## src/rtl/mem_stage_lsu_pkg.sv

```systemverilog
`default_nettype none
// ============================================================================
// Module      : mem_stage_lsu_pkg
// Description : memControl size/sign encodings, data-port strobe width and
//               size-decode helpers shared by the MEM-stage load/store unit.
// Revision    : 1.0 - initial release
// ============================================================================
package mem_stage_lsu_pkg;

  // memControl codes as produced by the ID-stage decoder
  localparam logic [2:0] MEM_NONE   = 3'b000;
  localparam logic [2:0] MEM_BYTE   = 3'b001;
  localparam logic [2:0] MEM_HALF   = 3'b010;
  localparam logic [2:0] MEM_WORD   = 3'b011;
  localparam logic [2:0] MEM_DWORD  = 3'b100;
  localparam logic [2:0] MEM_BYTE_U = 3'b101;
  localparam logic [2:0] MEM_HALF_U = 3'b110;
  localparam logic [2:0] MEM_WORD_U = 3'b111;

  // One strobe per byte lane of the 64-bit data port
  localparam int DMEM_STRB_W = 8;

  typedef enum logic [1:0] {
    SZ_BYTE  = 2'd0,
    SZ_HALF  = 2'd1,
    SZ_WORD  = 2'd2,
    SZ_DWORD = 2'd3
  } acc_size_e;

  // Access size of a memControl code; the U bit does not change the size.
  // MEM_NONE never starts an access, so its size is irrelevant.
  function automatic acc_size_e ctrl_size(input logic [2:0] ctrl);
    acc_size_e sz;
    case (ctrl)
      MEM_BYTE, MEM_BYTE_U: sz = SZ_BYTE;
      MEM_HALF, MEM_HALF_U: sz = SZ_HALF;
      MEM_WORD, MEM_WORD_U: sz = SZ_WORD;
      default:              sz = SZ_DWORD;
    endcase
    return sz;
  endfunction

  // Zero-extending load variants are codes 101..111
  function automatic logic ctrl_unsigned(input logic [2:0] ctrl);
    return ctrl[2] & (ctrl[1:0] != 2'b00);
  endfunction

endpackage
`default_nettype wire

```

## src/rtl/mem_stage_lsu_align.sv

```systemverilog
`default_nettype none
// ============================================================================
// Module      : mem_stage_lsu_align
// Description : Combinational lane logic for the load/store unit: alignment
//               check, byte strobes, store-data lane replication and load
//               extraction with sign/zero extension.
// Revision    : 1.0 - initial release
// ============================================================================
module mem_stage_lsu_align
  import mem_stage_lsu_pkg::*;
(
  // request side (live EX/MEM values)
  input  logic [2:0]             ctrl_i,
  input  logic [2:0]             offset_i,
  input  logic [63:0]            store_data_i,
  output logic                   aligned_o,
  output logic [DMEM_STRB_W-1:0] wstrb_o,
  output logic [63:0]            wdata_o,
  // response side (captured request fields)
  input  logic [2:0]             ld_ctrl_i,
  input  logic [2:0]             ld_offset_i,
  input  logic [63:0]            rdata_i,
  output logic [63:0]            load_data_o
);

  logic [63:0] w_shifted;
  logic        w_uns;

  // Alignment, strobes and replicated write data for the requested size
  always_comb begin
    aligned_o = 1'b1;
    wstrb_o   = 8'hFF;
    wdata_o   = store_data_i;
    case (ctrl_size(ctrl_i))
      SZ_BYTE: begin
        aligned_o = 1'b1;
        wstrb_o   = 8'h01 << offset_i;
        wdata_o   = {8{store_data_i[7:0]}};
      end
      SZ_HALF: begin
        aligned_o = ~offset_i[0];
        wstrb_o   = 8'h03 << offset_i;
        wdata_o   = {4{store_data_i[15:0]}};
      end
      SZ_WORD: begin
        aligned_o = (offset_i[1:0] == 2'b00);
        wstrb_o   = 8'h0F << offset_i;
        wdata_o   = {2{store_data_i[31:0]}};
      end
      default: begin
        aligned_o = (offset_i == 3'b000);
        wstrb_o   = 8'hFF;
        wdata_o   = store_data_i;
      end
    endcase
  end

  // Move the addressed lane down to bit 0, then truncate and extend
  always_comb begin
    w_shifted   = rdata_i >> {ld_offset_i, 3'b000};
    w_uns       = ctrl_unsigned(ld_ctrl_i);
    load_data_o = w_shifted;
    case (ctrl_size(ld_ctrl_i))
      SZ_BYTE: load_data_o = {{56{~w_uns & w_shifted[7]}},  w_shifted[7:0]};
      SZ_HALF: load_data_o = {{48{~w_uns & w_shifted[15]}}, w_shifted[15:0]};
      SZ_WORD: load_data_o = {{32{~w_uns & w_shifted[31]}}, w_shifted[31:0]};
      default: load_data_o = w_shifted;
    endcase
  end

endmodule
`default_nettype wire

```

## src/rtl/mem_stage_lsu.sv

```systemverilog
`default_nettype none
// ============================================================================
// Module      : mem_stage_lsu
// Description : RV64 MEM-stage load/store unit. Issues one req/ack access on
//               the 64-bit data port per load/store, stalls the pipeline
//               while it is outstanding, and reports completion, misalignment
//               or ack timeout with single-cycle pulses.
// Revision    : 1.0 - initial release
// ============================================================================
module mem_stage_lsu
  import mem_stage_lsu_pkg::*;
#(
  parameter int unsigned ACK_TIMEOUT = 255
) (
  input  logic                   clk,
  input  logic                   rst_n,
  input  logic                   ex_valid,
  input  logic                   mem_read,
  input  logic                   mem_write,
  input  logic [2:0]             memControl,
  input  logic [63:0]            addr,
  input  logic [63:0]            store_data,
  output logic                   stall,
  output logic [63:0]            load_data,
  output logic                   load_valid,
  output logic                   store_done,
  output logic                   misaligned,
  output logic                   bus_error,
  output logic                   dmem_req,
  output logic                   dmem_we,
  output logic [63:0]            dmem_addr,
  output logic [63:0]            dmem_wdata,
  output logic [DMEM_STRB_W-1:0] dmem_wstrb,
  input  logic                   dmem_ack,
  input  logic [63:0]            dmem_rdata
);

  localparam logic [1:0] S_IDLE = 2'd0;
  localparam logic [1:0] S_REQ  = 2'd1;
  localparam logic [1:0] S_DONE = 2'd2;

  // Counter value on the last REQ cycle before the access is abandoned
  localparam logic [7:0] TMO_LAST = 8'(ACK_TIMEOUT - 1);

  logic [1:0]             state_q,      state_d;
  logic [7:0]             cnt_q,        cnt_d;
  logic                   req_q,        req_d;
  logic                   we_q,         we_d;
  logic [63:0]            addr_q,       addr_d;
  logic [63:0]            wdata_q,      wdata_d;
  logic [DMEM_STRB_W-1:0] wstrb_q,      wstrb_d;
  logic [2:0]             ctrl_q,       ctrl_d;
  logic [2:0]             off_q,        off_d;
  logic [63:0]            load_data_q,  load_data_d;
  logic                   load_valid_q, load_valid_d;
  logic                   store_done_q, store_done_d;
  logic                   misalign_q,   misalign_d;
  logic                   bus_err_q,    bus_err_d;

  logic                   w_start;
  logic                   w_aligned;
  logic [DMEM_STRB_W-1:0] w_wstrb;
  logic [63:0]            w_wdata;
  logic [63:0]            w_load_ext;

  // A load or store (never both) with a real size code
  assign w_start = ex_valid & (mem_read ^ mem_write) & (memControl != MEM_NONE);

  mem_stage_lsu_align u_align (
    .ctrl_i       (memControl),
    .offset_i     (addr[2:0]),
    .store_data_i (store_data),
    .aligned_o    (w_aligned),
    .wstrb_o      (w_wstrb),
    .wdata_o      (w_wdata),
    .ld_ctrl_i    (ctrl_q),
    .ld_offset_i  (off_q),
    .rdata_i      (dmem_rdata),
    .load_data_o  (w_load_ext)
  );

  // Next-state logic for the access FSM, timeout counter and output registers
  always_comb begin
    state_d      = state_q;
    cnt_d        = cnt_q;
    req_d        = req_q;
    we_d         = we_q;
    addr_d       = addr_q;
    wdata_d      = wdata_q;
    wstrb_d      = wstrb_q;
    ctrl_d       = ctrl_q;
    off_d        = off_q;
    load_data_d  = load_data_q;
    load_valid_d = 1'b0;
    store_done_d = 1'b0;
    misalign_d   = 1'b0;
    bus_err_d    = 1'b0;
    case (state_q)
      S_IDLE: begin
        if (w_start) begin
          if (w_aligned) begin
            state_d = S_REQ;
            cnt_d   = 8'd0;
            req_d   = 1'b1;
            we_d    = mem_write;
            addr_d  = {addr[63:3], 3'b000};
            wdata_d = w_wdata;
            wstrb_d = w_wstrb;
            ctrl_d  = memControl;
            off_d   = addr[2:0];
          end else begin
            misalign_d = 1'b1;
          end
        end
      end
      S_REQ: begin
        if (dmem_ack) begin
          state_d = S_DONE;
          req_d   = 1'b0;
          if (we_q) begin
            store_done_d = 1'b1;
          end else begin
            load_valid_d = 1'b1;
            load_data_d  = w_load_ext;
          end
        end else if (cnt_q == TMO_LAST) begin
          state_d   = S_DONE;
          req_d     = 1'b0;
          bus_err_d = 1'b1;
        end else begin
          cnt_d = cnt_q + 8'd1;
        end
      end
      S_DONE: begin
        state_d = S_IDLE;
        cnt_d   = 8'd0;
      end
      default: begin
        state_d = S_IDLE;
        req_d   = 1'b0;
      end
    endcase
  end

  // State and output registers; reset abandons any outstanding request
  always_ff @(posedge clk or negedge rst_n) begin
    if (!rst_n) begin
      state_q      <= S_IDLE;
      cnt_q        <= 8'd0;
      req_q        <= 1'b0;
      we_q         <= 1'b0;
      addr_q       <= 64'd0;
      wdata_q      <= 64'd0;
      wstrb_q      <= '0;
      ctrl_q       <= MEM_NONE;
      off_q        <= 3'd0;
      load_data_q  <= 64'd0;
      load_valid_q <= 1'b0;
      store_done_q <= 1'b0;
      misalign_q   <= 1'b0;
      bus_err_q    <= 1'b0;
    end else begin
      state_q      <= state_d;
      cnt_q        <= cnt_d;
      req_q        <= req_d;
      we_q         <= we_d;
      addr_q       <= addr_d;
      wdata_q      <= wdata_d;
      wstrb_q      <= wstrb_d;
      ctrl_q       <= ctrl_d;
      off_q        <= off_d;
      load_data_q  <= load_data_d;
      load_valid_q <= load_valid_d;
      store_done_q <= store_done_d;
      misalign_q   <= misalign_d;
      bus_err_q    <= bus_err_d;
    end
  end

  // Stall covers the launch cycle and every REQ cycle; held low in reset
  assign stall = rst_n & (((state_q == S_IDLE) & w_start & w_aligned) | (state_q == S_REQ));

  assign load_data  = load_data_q;
  assign load_valid = load_valid_q;
  assign store_done = store_done_q;
  assign misaligned = misalign_q;
  assign bus_error  = bus_err_q;
  assign dmem_req   = req_q;
  assign dmem_we    = we_q;
  assign dmem_addr  = addr_q;
  assign dmem_wdata = wdata_q;
  assign dmem_wstrb = wstrb_q;

endmodule
`default_nettype wire

```

## config.mk

```make
export PLATFORM = sky130hd
export DESIGN_NAME = mem_stage_lsu
export DESIGN_NICKNAME = d
export VERILOG_FILES = /design/src/rtl/mem_stage_lsu_pkg.sv /design/src/rtl/mem_stage_lsu_align.sv /design/src/rtl/mem_stage_lsu.sv
export SDC_FILE = /design/constraint.sdc
export NUM_CORES = 1
export LEC_CHECK = 0
export ABC_AREA = 1
export CORE_MARGIN = 2
export CORE_UTILIZATION = 46
export DETAILED_ROUTE_END_ITERATION = 12
export PLACE_DENSITY = 0.78
export RECOVER_POWER = 50
export SYNTH_ARGS = -nofsm -noshare
export SYNTH_HDL_FRONTEND = slang
export SYNTH_SLANG_ARGS = --single-unit
```

## constraint.sdc

```tcl
create_clock -name clk -period 2.4 [get_ports clk]
set_input_delay 0.24 -clock clk [delete_from_list [all_inputs] [get_ports clk]]
set_output_delay 0.24 -clock clk [all_outputs]
set_load 0.1 [all_outputs]
```

Word-level counts from Yosys, hierarchy flattened. Cells that the tools add are included.

Add/subtract/negate cells: 1. Multipliers: 0. Div/mod/pow operators: 0. Order comparisons: 0. Equal/unequal tests: 24. Shift-type cells: 4. Multiplexer cells: 33. Bitwise logic cells: 15. Reductions and logical operators: 19.

Operators by type and width (number): $pmux W64 S3 (2); $shr A64 B6 Y64 (1); $pmux W8 S3 (2); $mux W8 (4); $eq A3 B3 Y1 const B (6); $mux W1 (16); $eq A3 B2 Y1 const B (4); $pmux W2 S3 (2); $reduce_or A2 Y1 (6); $and A1 B1 Y1 (9); $reduce_and A3 Y1 (3); $add A8 B1 Y8 const B (1); $eq A8 B8 Y1 const B (1); $logic_not A2 Y1 (4); $mux W2 (4); $ne A2 B2 Y1 const B (4); $shl A1 B3 Y8 const A (1); $shl A2 B3 Y8 const A (1); $shl A4 B3 Y8 const A (1); $eq A2 B1 Y1 const B (3); $eq A2 B2 Y1 const B (3); $eq A3 B1 Y1 const B (2); $pmux W1 S3 (2); $reduce_bool A3 Y1 (2); 9 further kinds (12).

Bits in registers: 219. Bits in latches: 0. Bits in writable memories: 0. Memory bits (read-only): 0. Bits of input ports: 201. Logic and storage cells: 110. Memories: 0.

Longest topological paths before layout.
Depth after elaboration: 8. Gate-level depth with buffers: 16. Mapped depth without buffers: 14.

Hierarchy. Synthesis repeated with hierarchy kept, for this count alone.

Cells, all modules: 1710. Area total of the unflattened synthesis: 12867.3 um^2.

By module, submodules not included: mem_stage_lsu (times used 1, cells each 994, area each 9355.2 um^2); mem_stage_lsu_align (times used 1, cells each 716, area each 3512.1 um^2).

Least setup slack after synthesis. No wires, ideal clock.

Kind: input to output. From: input memControl[1]. To: output stall. Arrival time: 3.641 ns. Data required time: 2.160 ns. Slack: -1.481 ns. Stages: 12. Cell sequence: inv_1 -> nor2_1 -> inv_1 -> ha_1 -> o21ai_4 -> inv_2 -> nand2_1 -> nand2_1 -> nor2_2 -> nand2_2 -> clkbuf_1 -> a21boi_0.

Word-level cells in the longest chain between the ends: 8. Elaborated cells between the ends (all ways): 20. Classes of those cells: eq/ne: 8; mux: 2; bitwise: 5; reduce/logical: 5.

RTL lines: start: declaration (RTL line mem_stage_lsu.sv:20) `input logic [2:0] memControl,`; $eq A3 B2 Y1, or another cell as far along (RTL line mem_stage_lsu_pkg.sv:34) `case (ctrl)`; $reduce_or A2 Y1 (RTL line mem_stage_lsu_pkg.sv:34); $pmux W2 S3 (RTL line mem_stage_lsu_pkg.sv:34); $eq A2 B2 Y1, or another cell as far along (RTL line mem_stage_lsu_align.sv:34) `case (ctrl_size(ctrl_i))`; $pmux W1 S3 (RTL line mem_stage_lsu_align.sv:34); $and A1 B1 Y1 * (RTL line mem_stage_lsu.sv:181) `assign stall = rst_n & (((state_q == S_IDLE) & w_start & w_aligned) | (state_q == S_REQ));`; $or A1 B1 Y1 * (RTL line mem_stage_lsu.sv:181); $and A1 B1 Y1 * (RTL line mem_stage_lsu.sv:181); end: declaration (RTL line mem_stage_lsu.sv:23) `output logic stall,`.

Mark *: on every way between the ends. The rest lies on a longest branch, timed or not.

Worst setup path in the final report.
From: input addr[1]. To: output stall.

Word-level cells in the longest chain between the ends: 5. Elaborated cells between the ends (all ways): 6. Classes of those cells: mux: 1; bitwise: 3; reduce/logical: 2.

RTL lines: start: declaration (RTL line mem_stage_lsu.sv:21) `input logic [63:0] addr,`; $logic_not A3 Y1 / $logic_not A2 Y1 (equally long branches) (RTL line mem_stage_lsu_align.sv:51, mem_stage_lsu_align.sv:46); $pmux W1 S3 * (RTL line mem_stage_lsu_align.sv:34); $and A1 B1 Y1 * (RTL line mem_stage_lsu.sv:181); $or A1 B1 Y1 * (RTL line mem_stage_lsu.sv:181); $and A1 B1 Y1 * (RTL line mem_stage_lsu.sv:181).

Marked as above.

==> summary.txt <==
Timing
  • Rel. slew slack: 4.20%
  • Final setup viols: 0
  • RSZ-0062 raised after global routing: false
  • Final period utilization: 93.6%
  • Setup TNS: 0 ns
  • Clock Skew: 0.0187 ns
  • Worst setup margin: 0.153 ns
  • Final Hold Fails: 0
  • Measured slew at the worst slew-check pin: 1.44 ns
  • Peak Freq: 0.445 GHz
  • Fin crit period: 2.25 ns
  • Max Slew Vio Count: 0

GRT
  • Initial antenna violation count: 4
  • GR Util All Layers: 31.0%
  • Vias in the first global route: 12000
  • First-pass GRT wire length: 63.6 mm
  • Remaining global-route overflow: 0
  • Largest net degree at the start of global routing: 154

Final layout
  • FILL cells: 2297
  • Final nets: 2196
  • Commonest non-fill, non-tap cells in the layout: 648 x nand2_1, 219 x dfrtp_1, 196 x clkdlybuf4s50_1
  • Final core occ: 64.4%
  • Area delta synth->final: 37.6%
  • Area of the multi-input gates: 5230 µm²
  • Commonest non-fill, non-tap cell in the layout: nand2_1
  • Share of cells above drive strength 1: 7.68%
  • Sequential cell area: 5480 µm²

Synth
  • Cells after Synth: 1594
  • Register area share after synthesis: 48.2%
  • Avg Cell Area, Syn: 7.14 µm²
  • Share of the synthesized area in the top cell type: 48.2%
  • Synthesized cell area: 11400 µm²
  • Leading area contributor after synthesis: dfrtp_1
  • Yosys warns: 0
  • Flop and latch count out of synthesis: 219
  • Synth cell types: 32
  • Synth top area cells: dfrtp_1 48%, nand2_1 21%, o21ai_0 7.4%, nor2_1 6.1%, nand3_1 4.8%

Outcome
  • Status: finished, final reports clean

Clocking
  • Clock transition at path regs: 0.05 ns
  • Sink Count: 219
  • CTS Buf Count: 25
  • H-tree depth: 1
  • Clock Tree Buf Depth: 3
  • CTS tree: done
  • Root Buffer: clkbuf_16
  • Worst-Skew Late Latency: 0.52 ns

Route
  • Via Count: 12400
  • DR iter-0 viols: 1195
  • Antenna Nets Post-Route: 0
  • DRC viols: 0
  • 1st-pass router iterations: 6
  • Drt via density: 5.30
  • Drt wl/cell: 17.5 µm
  • Post-Route WL: 40.9 mm

Die
  • Initial cell density of the core: 46.8%
  • Core Footprint: 24300 µm²
  • I/O pins: 408
  • Rows: 57
  • Die width: 161 µm
  • Die H: 161 µm
  • DIE AREA: 26000 µm²

Placement
  • Dpl ws: -0.0540 ns
  • HPWL after DPL: 30.7 mm
  • Final GP Congestion: 0.942
  • Port buffer count: 404

Setup path
  • Cell at the slowest stage of the critical path: dlygate4sd3_1
  • Crit path max fanout: 6
  • CP endpoint kind: primary output
  • Crit path kind: input port to primary output
  • Crit-path cells: dlygate4sd3_1, inv_1, nand2_1, nand2_1, nand2_1, nand3_1, nand2_1, nor2_2, nand2_4, a21boi_4, buf_12
  • Setup crit start kind: input port
  • Slowest stage delay, CP: 0.59 ns
  • Crit path arrival time: 2.01 ns
  • Top delay family on crit path: buffers and inverters
  • Cell mode on critical path: nand2_1
  • Worst EP required: 2.16 ns
  • Crit path buf inv count: 3

Flow run
  • Max Cap Violations: 0

Hold path
  • Min-delay worst type: input port to flop
[final timing paths]
check / startpoint / to / slack (ns) / cells after the start
max in group asynchronous: rst_n / dmem_addr[5] / 0.51 / 3
min: memControl[0] / ctrl_q[0] / 0.16 / 3
max: addr[1] / stall / 0.15 / 11
min reg2reg: dmem_addr[19] / dmem_addr[19] / 0.48 / 2
min in group asynchronous: rst_n / load_data[0] / 0.19 / 2
max reg2reg: ctrl_q[0] / load_data[52] / 0.22 / 7
[cells by family after synthesis]
kind of cell / Yosys count / share of synthesized area [%]
buf+inv: 156 / 6.17
flops: 219 / 48.2
xor+xnor: 3 / 0.231
simple gates: 963 / 33.5
compound gates: 246 / 11.3
other cells: 1 / 0.0329
fa+ha+maj: 6 / 0.660
[flip-flops by register name, indices dropped and copies added (netlist names)]
signal,flops
misaligned,1
off_q,3
ctrl_q,3
load_valid,1
state_q,2
dmem_req,1
dmem_wdata,64
dmem_we,1
dmem_wstrb,8
dmem_addr,61
store_done,1
cnt_q,8
load_data,64
bus_error,1
[synthesized netlist by cell type]
cell type	n
nand2_1	649
dfrtp_1	219
nor2_1	184
o21ai_0	169
nand3_1	110
inv_1	51
a21oi_1	47
clkbuf_1	41
buf_2	36
a31oi_1	11
buf_1	9
o22ai_1	9
or2_2	9
buf_6	8
ha_1	6
inv_2	6
nor3_1	6
buf_4	3
o211ai_1	3
o21ai_1	3
xor2_1	3
clkinv_1	2
a21boi_0	1
a21oi_2	1
conb_1	1
nand2_2	1
nand4_1	1
nor2_2	1
nor2_4	1
nor3_4	1
o21ai_4	1
o31ai_1	1
[repair_timing]
item | CTS | global route
hold endpoints to repair | 32 | 0
setup buffers | 0 | 0
resized for setup | 0 | 8
hold buffers | 1 | 0
setup endpoints to repair | 0 | 1
[routing by layer]
layer,vias to the layer above,track usage (%),share of wire [%]
met5,-,0,0.039
met2,612,54.0,49
met4,2,14.7,5.1
met1,5743,36.0,37
li1,5870,-,-
met3,128,7.47,9.2
[final cells by class]
cell class | instances | share of cell area, %
Sequential cell | 219 | 35.0
Inverter | 59 | 1.41
Multi-Input combinational cell | 1221 | 33.4
Clock inverter | 10 | 0.695
Tap cell | 324 | 2.59
Antenna cell | 4 | 0.0639
Clock buffer | 33 | 4.57
Timing Repair Buffer | 463 | 22.3
[per-stage QoR]
stage,hold slack [ns],cells,instance area (µm²)
CTS,0.186,2329,16400
finish,0.157,2333,15700
global placement,0.136,2285,15500
global route,0.177,2332,15700
detailed placement,0.139,2285,15500
floorplan,-0.0556,1596,11400
[worst register-to-register path, cell delays in order (launching register included)]
cell and delay (ns):
dfrtp_1 0.42, nor2_1 0.12, inv_1 0.06, nor2_1 0.41, inv_1 0.50, o21ai_0 0.40
nor2_1 0.10, nor2_1 0.10
Power is left out: the tool's default activity adds up to more than one toggle a clock period on the data nets, which glitch-free logic cannot reach.
